[src/rtl/mix_columns_iter.sv]
// -----------------------------------------------------------------------------
// mix_columns_iter
//
// Iterative AES MixColumns stage for the round datapath, placed between
// shift_rows and AddRoundKey. It accepts one 128-bit state per valid/ready
// handshake and rewrites one 32-bit column per clock, so a full state takes
// four CALC cycles. When last_round is set with the state, MixColumns is
// skipped and the state is presented unchanged on the next cycle. The result
// is held until the consumer takes it.
//
// Byte layout is column-major: column c occupies bits [32c : 32c+31], row r of
// that column occupies bits [32c+8r : 32c+8r+7], and bit 0 of every byte is
// its MSB.
//
// Ports
//   clk         rising-edge clock
//   rst_n       asynchronous active-low reset
//   in_valid    state_in / last_round valid
//   in_ready    stage can accept a state this cycle
//   state_in    state from shift_rows
//   last_round  sampled with state_in; 1 = bypass MixColumns
//   out_valid   state_out valid
//   out_ready   consumer accepts state_out this cycle
//   state_out   transformed state
//   busy        stage holds a state
// -----------------------------------------------------------------------------
module mix_columns_iter (
    input  logic         clk,
    input  logic         rst_n,
    input  logic         in_valid,
    output logic         in_ready,
    input  logic [0:127] state_in,
    input  logic         last_round,
    output logic         out_valid,
    input  logic         out_ready,
    output logic [0:127] state_out,
    output logic         busy
);

    typedef enum logic [1:0] {
        IDLE = 2'd0,
        CALC = 2'd1,
        DONE = 2'd2
    } state_t;

    state_t       state;
    logic [1:0]   col;
    logic [0:127] work;

    logic         accept;
    logic [0:31]  col_in;
    logic [0:31]  col_out;

    // Multiply by x (i.e. by 2) in GF(2^8) modulo x^8 + x^4 + x^3 + x + 1.
    // Bit 0 is the MSB, so a left shift keeps bits [1:7] and appends a zero.
    function automatic logic [0:7] xtime(input logic [0:7] x);
        return {x[1:7], 1'b0} ^ (x[0] ? 8'h1b : 8'h00);
    endfunction

    // One MixColumns column: multiply by the circulant matrix
    // [2 3 1 1; 1 2 3 1; 1 1 2 3; 3 1 1 2]. 3*x is computed as 2*x ^ x.
    function automatic logic [0:31] mix_column(input logic [0:31] a);
        logic [0:7] a0, a1, a2, a3;
        logic [0:7] d0, d1, d2, d3;
        logic [0:7] b0, b1, b2, b3;
        a0 = a[0:7];
        a1 = a[8:15];
        a2 = a[16:23];
        a3 = a[24:31];
        d0 = xtime(a0);
        d1 = xtime(a1);
        d2 = xtime(a2);
        d3 = xtime(a3);
        b0 = d0 ^ (d1 ^ a1) ^ a2 ^ a3;
        b1 = a0 ^ d1 ^ (d2 ^ a2) ^ a3;
        b2 = a0 ^ a1 ^ d2 ^ (d3 ^ a3);
        b3 = (d0 ^ a0) ^ a1 ^ a2 ^ d3;
        return {b0, b1, b2, b3};
    endfunction

    // in_ready is the only output with a combinational path from an input:
    // a finished state may be replaced in the same cycle it is consumed.
    // It is gated by rst_n so nothing is handshaken while reset is held.
    assign in_ready = rst_n && ((state == IDLE) || ((state == DONE) && out_ready));
    assign accept   = in_valid && in_ready;

    // NOTE: every signal written in always_comb gets a value on every path
    // (here a default first), otherwise synthesis infers a latch.
    always_comb begin
        col_in  = '0;
        col_in  = work[{col, 5'd0} +: 32];
        col_out = mix_column(col_in);
    end

    // NOTE: sequential state uses non-blocking assignments only, so every
    // register samples pre-edge values and simulation matches the hardware.
    always_ff @(posedge clk or negedge rst_n) begin
        if (!rst_n) begin
            // NOTE: the 128-bit working register is deliberately reset: it
            // drives state_out directly, and a discarded partial result must
            // never be visible after reset.
            state <= IDLE;
            col   <= 2'd0;
            work  <= '0;
        end else if (accept) begin
            // A new state can only arrive in IDLE or in DONE while the old
            // result is consumed; both cases load the same way.
            work  <= state_in;
            col   <= 2'd0;
            state <= last_round ? DONE : CALC;
        end else begin
            case (state)
                CALC: begin
                    work[{col, 5'd0} +: 32] <= col_out;
                    col                     <= col + 2'd1;
                    // The counter wraps 3 -> 0 on the same edge.
                    if (col == 2'd3) begin
                        state <= DONE;
                    end
                end
                DONE: begin
                    if (out_ready) begin
                        state <= IDLE;
                    end
                end
                IDLE: begin
                    state <= IDLE;
                end
                default: begin
                    state <= IDLE;
                end
            endcase
        end
    end

    assign out_valid = (state == DONE);
    assign busy      = (state != IDLE);
    assign state_out = work;

    // A presented result stays put until the consumer takes it.
    hold_stable_a : assert property (
        @(posedge clk) disable iff (!rst_n)
        (out_valid && !out_ready) |=> (out_valid && $stable(state_out))
    );

    // New states are never taken while columns are being computed.
    no_accept_in_calc_a : assert property (
        @(posedge clk) disable iff (!rst_n)
        (state == CALC) |-> !in_ready
    );

endmodule

[config.mk]
export PLATFORM = sky130hd
export DESIGN_NAME = mix_columns_iter
export DESIGN_NICKNAME = d
export VERILOG_FILES = /design/src/rtl/mix_columns_iter.sv
export SDC_FILE = /design/constraint.sdc
export NUM_CORES = 1
export LEC_CHECK = 0
export ABC_AREA = 1
export CAP_MARGIN = 0
export CELL_PAD_IN_SITES_DETAIL_PLACEMENT = 1
export CELL_PAD_IN_SITES_GLOBAL_PLACEMENT = 2
export CORE_AREA = 3 3 192 194
export CTS_CLUSTER_SIZE = 8
export DETAILED_ROUTE_END_ITERATION = 8
export DIE_AREA = 0 0 195 197
export HOLD_SLACK_MARGIN = 0.06
export PLACE_DENSITY = 0.89
export SETUP_SLACK_MARGIN = 0.15
export SYNTH_ARGS = -nofsm -noshare
export SYNTH_HDL_FRONTEND = slang
export SYNTH_SLANG_ARGS = --single-unit
[constraint.sdc]
create_clock -name clk -period 4.24 [get_ports clk]
set_input_delay 0.848 -clock clk [delete_from_list [all_inputs] [get_ports clk]]
set_output_delay 0.848 -clock clk [all_outputs]
set_load 0.01 [all_outputs]
-- After elaboration in Yosys (flattened, before gate mapping)
Index checks and enable logic that the tools add are counted.
- bitwise logic cells: 21
- add/sub/neg operators: 2
- shifts and indexed selects: 3
- mux-type cells: 14
- reductions and logical operators: 8
- eq/ne operators: 5
- operators with widths (operator ; count):
    2-to-1 mux 128 bit ; 2
    variable shift 129 x 9 -> 128 bit, first input constant ; 1
    indexed part select 128 x 8 -> 129 bit ; 1
    indexed part select 129 x 9 -> 128 bit ; 1
    bitwise mux 128 bit ; 1
    XOR 8 bit ; 16
    XOR 8 x 5 -> 8 bit ; 4
    2-to-1 mux 5 bit ; 4
    2-to-1 mux 2 bit ; 6
    negation 8 -> 9 bit ; 1
    inverter 7 -> 8 bit ; 1
    == test 2 bit, second input constant ; 2
    one-hot mux 2 bit (2 select lines) ; 1
    nonzero test 2 bit ; 2
    logical AND 1 bit ; 3
    != test 3 x 1 -> 1 bit, second input constant ; 1
    != test 3 bit, second input constant ; 1
    adder 2 x 1 -> 2 bit, second input constant ; 1
    == test 2 x 1 -> 1 bit, second input constant ; 1
    logical NOT 2 bit ; 1
    AND reduction 2 bit ; 1
    logical OR 1 bit ; 1
- word-level logic and storage cells: 56
- register bits: 132

-- Logic depth before layout (Yosys ltp)
Gate-level depths: netlist of the first run.
- depth after elaboration: 12
- depth in mapped cells: 16
- mapped depth without buffers: 14

-- Worst setup path before layout of the first run
OpenSTA, ideal clock, no wires.
- path type: register to register
- start: register col[0]
- end: register work (netlist bit state_out[65])
- cell stages (with the launch flop): 14
- slack: 1.791 ns
- clock period less this slack: 2.449 ns
- arrival: 2.330 ns
- buffers on the path: 5
- path through: dfrtp_1 inv_2 buf_6 buf_2 buf_1 clkbuf_1 ha_1 nand2_1 nand2_1 inv_1 buf_2 a22o_1 inv_1 nand2_1
- cells in the longest elaborated chain, start to end: 12
- ends and longest elaborated chain (what ; line ; source):
    from (decl) ; 47 ; logic [1:0] col;
    from (signal assigned) ; 115 ; col <= col + 2'd1;
    inverter 7 -> 8 bit (not written as such) * ; 91, 114 ;
    indexed part select 128 x 8 -> 129 bit ; 91 ; col_in = work[{col, 5'd0} +: 32];
    2-to-1 mux 5 bit ; 57 ; return {x[1:7], 1'b0} ^ (x[0] ? 8'h1b : 8'h00);
    XOR 8 x 5 -> 8 bit ; 57 ;
    XOR 8 bit (on tied branches) (4 in a row) ; 77, 74 ;
    indexed part select 129 x 9 -> 128 bit ; 114 ; work[{col, 5'd0} +: 32] <= col_out;
    bitwise mux 128 bit * ; 114 ;
    2-to-1 mux 128 bit * ; 112 ; case (state)
    2-to-1 mux 128 bit * ; 105 ; end else if (accept) begin
    to (signal assigned) ; 108 ; work <= state_in;
    to (signal, indexed assignment) ; 114 ;
    to (decl) ; 48 ; logic [0:127] work;
Mark *: on every way between the ends. The rest lies on a longest branch, timed or not. The select of a mux whose other input is x is not followed.
A chain may end at the register's enable or synchronous reset.

-- Worst setup path in the final report of the first run
- start: input out_ready
- end: output in_ready
- cells in the longest elaborated chain, start to end: 3
- ends and longest elaborated chain (what ; line ; source):
    from (decl) ; 35 ; input logic out_ready,
    logical AND 1 bit ; 84 ; assign in_ready = rst_n && ((state == IDLE) || ((state == DONE) && out_ready));
    logical OR 1 bit ; 84 ;
    logical AND 1 bit ; 84 ;
    to (decl) ; 31 ; output logic in_ready,
Every way passes these cells.

==> out/metrics.yaml, run 1 <==
status: "complete, no violations"
whs_endpoint: "state_out[34]"
final_layout_size_suffix_gt1_frac: 0.05522
mappedNetlistNets: 1704
p_total_mw: 13.33
dieArea_um2: 38420
cts_buffer_depth: 2
core_area_um2: 35400
clock_power_share: 0.118
internal_power_mw: 5.965
grt_pass1_vias: 12190
cts_tree: "yes"
finalSetupViolCount: 0
max_freq_mhz: 338.3
p_comb_frac: 0.694
hold_viol: 0
clock-sinks: 132
num_io_pins: 264
whs_path_depth: 2
area.sequential_um2: 3308
r2r-end: "state_out[59]"
n_antenna_cell: 0
crit_arrival_ps: 2110
fin_ws_ps: 1284
path_clk_slew_ps: 60
globalplace.congestion: 0.8553
yosys_warnings: 0
period_minus_slack_ps: 2956
h-tree-depth: 4
initial_core_util: 0.2778
hpwl_um: 34410
switchingPower_mw: 7.363
syn-cell-area_um2: 9834
utilization: 0.3808
hold_path_class: "reg -> reg"
grt_overflow: 0
crit_required_ps: 3390
dr.pass1.iters: 5
crit_path_max_fanout: 3
drv_slew: 0
hold_buffers: 0
p_leak_nw: 6.975
die_h_um: 197
rsz0062_at_grt: "false"
avgSynthCellArea_um2: 6.276
clockRootBuffer: "clkbuf_16"
track_usage: 0.2366
multiInputGateArea_um2: 5499
clock-skew-final_ps: 7.399
fin_setup_tns_ps: 0
p_per_area_nw_per_um2: 988.8
irDropWorstVdd_mv: 0.4257
r2r_slack_ps: 1320
drc_errors: 0
relSlewSlack: 0.3802
hold_start: "state_out[34]"
ys_ff_latch: 132
fin_cells: 2272
seqPwrFrac: 0.188
timing.rr.start: "col[0]"
synthToLayoutAreaGrowth_pct: 37.06
numPortBuffers: 263
routed_wl_um: 46100
antenna_found_initial: 0
synth.distinct_cells: 25
reg2reg_depth: 15
vias_per_cell: 5.101
tightest_slew_ps: 929.6
switching_share: 0.5524
rows: 69
crit_path_end_kind: "output pin"
synth_cells: 1567
clk-insertion-delay-late_ps: 440
start_kind: "input pin"
final.period_utilization: 0.6972
grt_pass1_wl_um: 71260
maxCapViolCount: 0
vias: 11590
dp_cells: 2240
postCtsSetupBuffers: 0
numCtsBuffers: 17
ys_seq_area_frac: 0.3359
path_class: "in -> out"
place_ws_ps: 982.0
wl_per_cell_um: 20.29
layout.nets: 1935
cts_resized: 0
drt_iter0_drc: 725
die_w_um: 195
detail-route-antenna-nets: 0
grt_max_degree: 77
fillers: 4518
[routing by layer]
layer	track usage	routed length [um]	vias to the layer above
li1	-	-	5494
met1	0.3142	20680	5775
met2	0.4026	22310	278
met3	0.04137	2237	43
met4	0.05783	870	0
met5	0	0	-
[kinds of logic after synthesis]
group           Yosys count  share of synthesized area
compound gates          111                    0.09148
xor+xnor                  8                   0.007125
fa+ha+maj                 4                   0.005089
buf+inv                 243                     0.1070
flops                   132                     0.3359
simple gates           1069                     0.4534
[worst max-delay path by stage]
stage / slack, ps / to / startpoint
2_1_floorplan: 1790 / state_out[65] / col[0]
4_1_cts: 1280 / in_ready / out_ready
5_1_grt: 1020 / state_out[59] / col[0]
3_3_place_gp: 1020 / state_out[59] / out_ready
3_5_place_dp: 980 / state_out[59] / out_ready
6_report: 1280 / in_ready / out_ready
[cell usage after synthesis (all sizes together)]
| master | count | area, um^2 |
|---|---|---|
| buf | 62 | 372.9 |
| ha | 4 | 50.05 |
| nor2 | 6 | 25.03 |
| a21oi | 2 | 10.01 |
| xnor2 | 8 | 70.07 |
| a32o | 1 | 10.01 |
| nand4 | 41 | 256.5 |
| nor3 | 4 | 20.02 |
| a22o | 89 | 779.5 |
| clkbuf | 16 | 60.06 |
| inv | 165 | 619.3 |
| o22ai | 1 | 6.260 |
| nand3b | 5 | 37.54 |
| dfrtp | 132 | 3303 |
| nand3 | 224 | 1121 |
| nand2 | 789 | 2999 |
| o21ai | 18 | 93.84 |
[flip-flops by register name, summed over array words and instances (netlist names)]
register   cells
state          2
state_out    128
col            2
[per-stage QoR]
stage / hold WS (ps) / cell area, um^2
global route: 557.8 / 13480
detailed placement: 513.7 / 12870
finish: 535.1 / 13480
global placement: 505.8 / 12870
CTS: 530.2 / 13480
floorplan: 550.3 / 9834
[area by class of cell]
cell class                 count  area share
multi-input combinational   1192      0.4080
sequential                   132      0.2454
timing repair buffer         290      0.2123
inverter                     165     0.04632
tap                          461     0.04279
clock buffer                  18     0.03184
clock inverter                14     0.01337
[power groups by stage]
stage / combinational [mW] / sequential [mW] / clock (mW)
3_5_place_dp: 9.21 / 2.51 / 0
3_3_place_gp: 8.94 / 2.51 / 0
5_1_grt: 10.3 / 2.59 / 1.65
2_1_floorplan: 5.42 / 2.53 / 0
6_report: 9.25 / 2.51 / 1.57
4_1_cts: 9.27 / 2.50 / 1.59
[critical path, stage by stage]
cell,delay [ps]
clkdlybuf4s50_1,480
nor2_1,60
nor2_2,140
clkdlybuf4s50_1,590
[cells in the final DEF, fill, tap and decap left out, drive strengths merged]
cell type and instances:
a21oi 2, a22o 89, a32o 1, buf 28, bufinv 3, clkbuf 18, clkdlybuf4s50 262, clkinv 6
clkinvlp 4, dfrtp 132, ha 4, inv 166, nand2 789, nand3 224, nand3b 5, nand4 41
nor2 6, nor3 4, o21ai 18, o22ai 1, xnor2 8
Note: power is estimated with default switching activity, not from simulation.
==> run 2: changes to the inputs <==
--- a/config.mk
+++ b/config.mk
@@ -9,12 +9,12 @@
 export CAP_MARGIN = 0
 export CELL_PAD_IN_SITES_DETAIL_PLACEMENT = 1
 export CELL_PAD_IN_SITES_GLOBAL_PLACEMENT = 2
-export CORE_AREA = 3 3 192 194
+export CORE_AREA = 3 3 211 213
 export CTS_CLUSTER_SIZE = 8
 export DETAILED_ROUTE_END_ITERATION = 8
-export DIE_AREA = 0 0 195 197
+export DIE_AREA = 0 0 214 216
 export HOLD_SLACK_MARGIN = 0.06
-export PLACE_DENSITY = 0.89
+export PLACE_DENSITY = 0.79
 export SETUP_SLACK_MARGIN = 0.15
 export SYNTH_ARGS = -nofsm -noshare
 export SYNTH_HDL_FRONTEND = slang
==> constraint.sdc (replaced) <==
create_clock -name clk -period 2.68 [get_ports clk]
set_input_delay 0.536 -clock clk [delete_from_list [all_inputs] [get_ports clk]]
set_output_delay 0.536 -clock clk [all_outputs]
set_load 0.01 [all_outputs]
==> out/metrics.yaml, run 2 (synthesized netlist as in run 1, its figures left out) <==
drc_errors: 0
clock-skew-final_ps: 7.753
hold_viol: 0
cts_tree: "yes"
routed_wl_um: 48520
final_area_um2: 13960
p_leak_nw: 7.131
n_antenna_cell: 0
rsz0062_at_grt: "true"
core_area_um2: 42890
numPortBuffers: 263
die_w_um: 214
dr.pass1.iters: 5
vias: 11630
final_cell_mix: "nand2_1, clkdlybuf4s50_1, nand3_1"
r2r_slack_ps: 360
crit_path_end_kind: "output pin"
path_clk_slew_ps: 60
drv_slew: 0
irDropWorstVdd_mv: 0.4955
final_layout_size_suffix_gt1_frac: 0.06834
max_freq_mhz: 429.2
start_kind: "input pin"
fin_setup_tns_ps: 0
grt_max_degree: 98
final.period_utilization: 0.8695
hold_buffers: 0
grt_overflow: 0
layout.nets: 1953
synthToLayoutAreaGrowth_pct: 41.96
hold_path_class: "in -> async"
reg2reg_depth: 12
place_area_um2: 13240
rows: 76
status: "complete, no violations"
clock-sinks: 132
clk-insertion-delay-late_ps: 450
crit_required_ps: 2140
cts_buffer_depth: 2
hpwl_um: 36970
cts_resized: 0
numCtsBuffers: 17
initial_core_util: 0.2293
dp_cells: 2381
timing.rr.start: "col[1]"
detail-route-antenna-nets: 0
dieArea_um2: 46220
largest_register_ffs: 128
drt_iter0_drc: 720
antenna_found_initial: 0
r2r-end: "state_out[48]"
track_usage: 0.2061
postCtsSetupBuffers: 0
grt_pass1_vias: 12480
relSlewSlack: 0.5014
clockRootBuffer: "clkbuf_16"
maxCapViolCount: 0
layout_commonest_cell: "nand2_1"
fin_cells: 2414
p_per_area_nw_per_um2: 1561
globalplace.congestion: 0.8361
crit_arrival_ps: 1790
die_h_um: 216
finalSetupViolCount: 0
p_total_mw: 21.80
num_io_pins: 264
crit_path_max_fanout: 3
period_minus_slack_ps: 2330
grt_pass1_wl_um: 73790
h-tree-depth: 4
path_class: "in -> out"
wl_per_cell_um: 20.10
tightest_slew_ps: 746.8
whs_ps: 223.3
vias_per_cell: 4.817
run 2: changes by cell type in the layout (fill, tap and decap cells not counted), moves of 3 or more:
| cell | before | now |
|---|---|---|
| buf_12 | 2 | 8 |
| buf_4 | 25 | 33 |
| clkinvlp_4 | 4 | 1 |
| nand2_1 | 774 | 768 |
| nand2_2 | 15 | 21 |
run 2: per-layer routing:
layer  track usage  routed length [um]  share of wire
met2        0.3488               23390           0.48
met4       0.06787                1238          0.026
met1        0.2706               21900           0.45
met3       0.02957                1990          0.041
met5             0                   0              0
run 2: through the flow:
stage            util  worst slack [ps]
2_1_floorplan       -             231.4
3_3_place_gp   0.3087             267.2
3_5_place_dp   0.3087             164.7
4_1_cts        0.3241             239.0
5_1_grt        0.3255             145.5
6_report       0.3255             349.8
run 2: how the worst max path moves through the flow:
stage	from	end	slack (ps)	cells after the start
after floorplan	col[0]	state_out[65]	230	13
after detailed placement	out_ready	state_out[121]	160	9
after global placement	out_ready	state_out[123]	270	9
after CTS	col[1]	state_out[110]	240	13
final	out_ready	in_ready	350	4
after global routing	col[0]	state_out[22]	150	15
run 2: final cells by class:
| type | instances | area, um^2 |
|---|---|---|
| flip-flops and latches | 132 | 3308 |
| clock inverters | 12 | 202.7 |
| clock buffers | 20 | 456.7 |
| fillers | 5390 | 28930 |
| repair buffers | 308 | 3117 |
| multi-input cells | 1192 | 5514 |
| well taps | 585 | 732.0 |
| inverters | 165 | 630.6 |
run 2: worst max-delay path, cell delays in order:
cell	delay, ps
clkdlybuf4s50_1	480
nor2_1	60
nor2_2	150
clkdlybuf4s50_1	570
run 2: report_power, final:
part | internal (mW) | total, mW | leakage, nW | switching, mW
Sequential | 2.93 | 4.00 | 1.65 | 1.07
Clock | 1.70 | 2.70 | 0.320 | 0.995
Combinational | 5.33 | 15.1 | 5.16 | 9.77
Total | 9.96 | 21.8 | 7.13 | 11.8
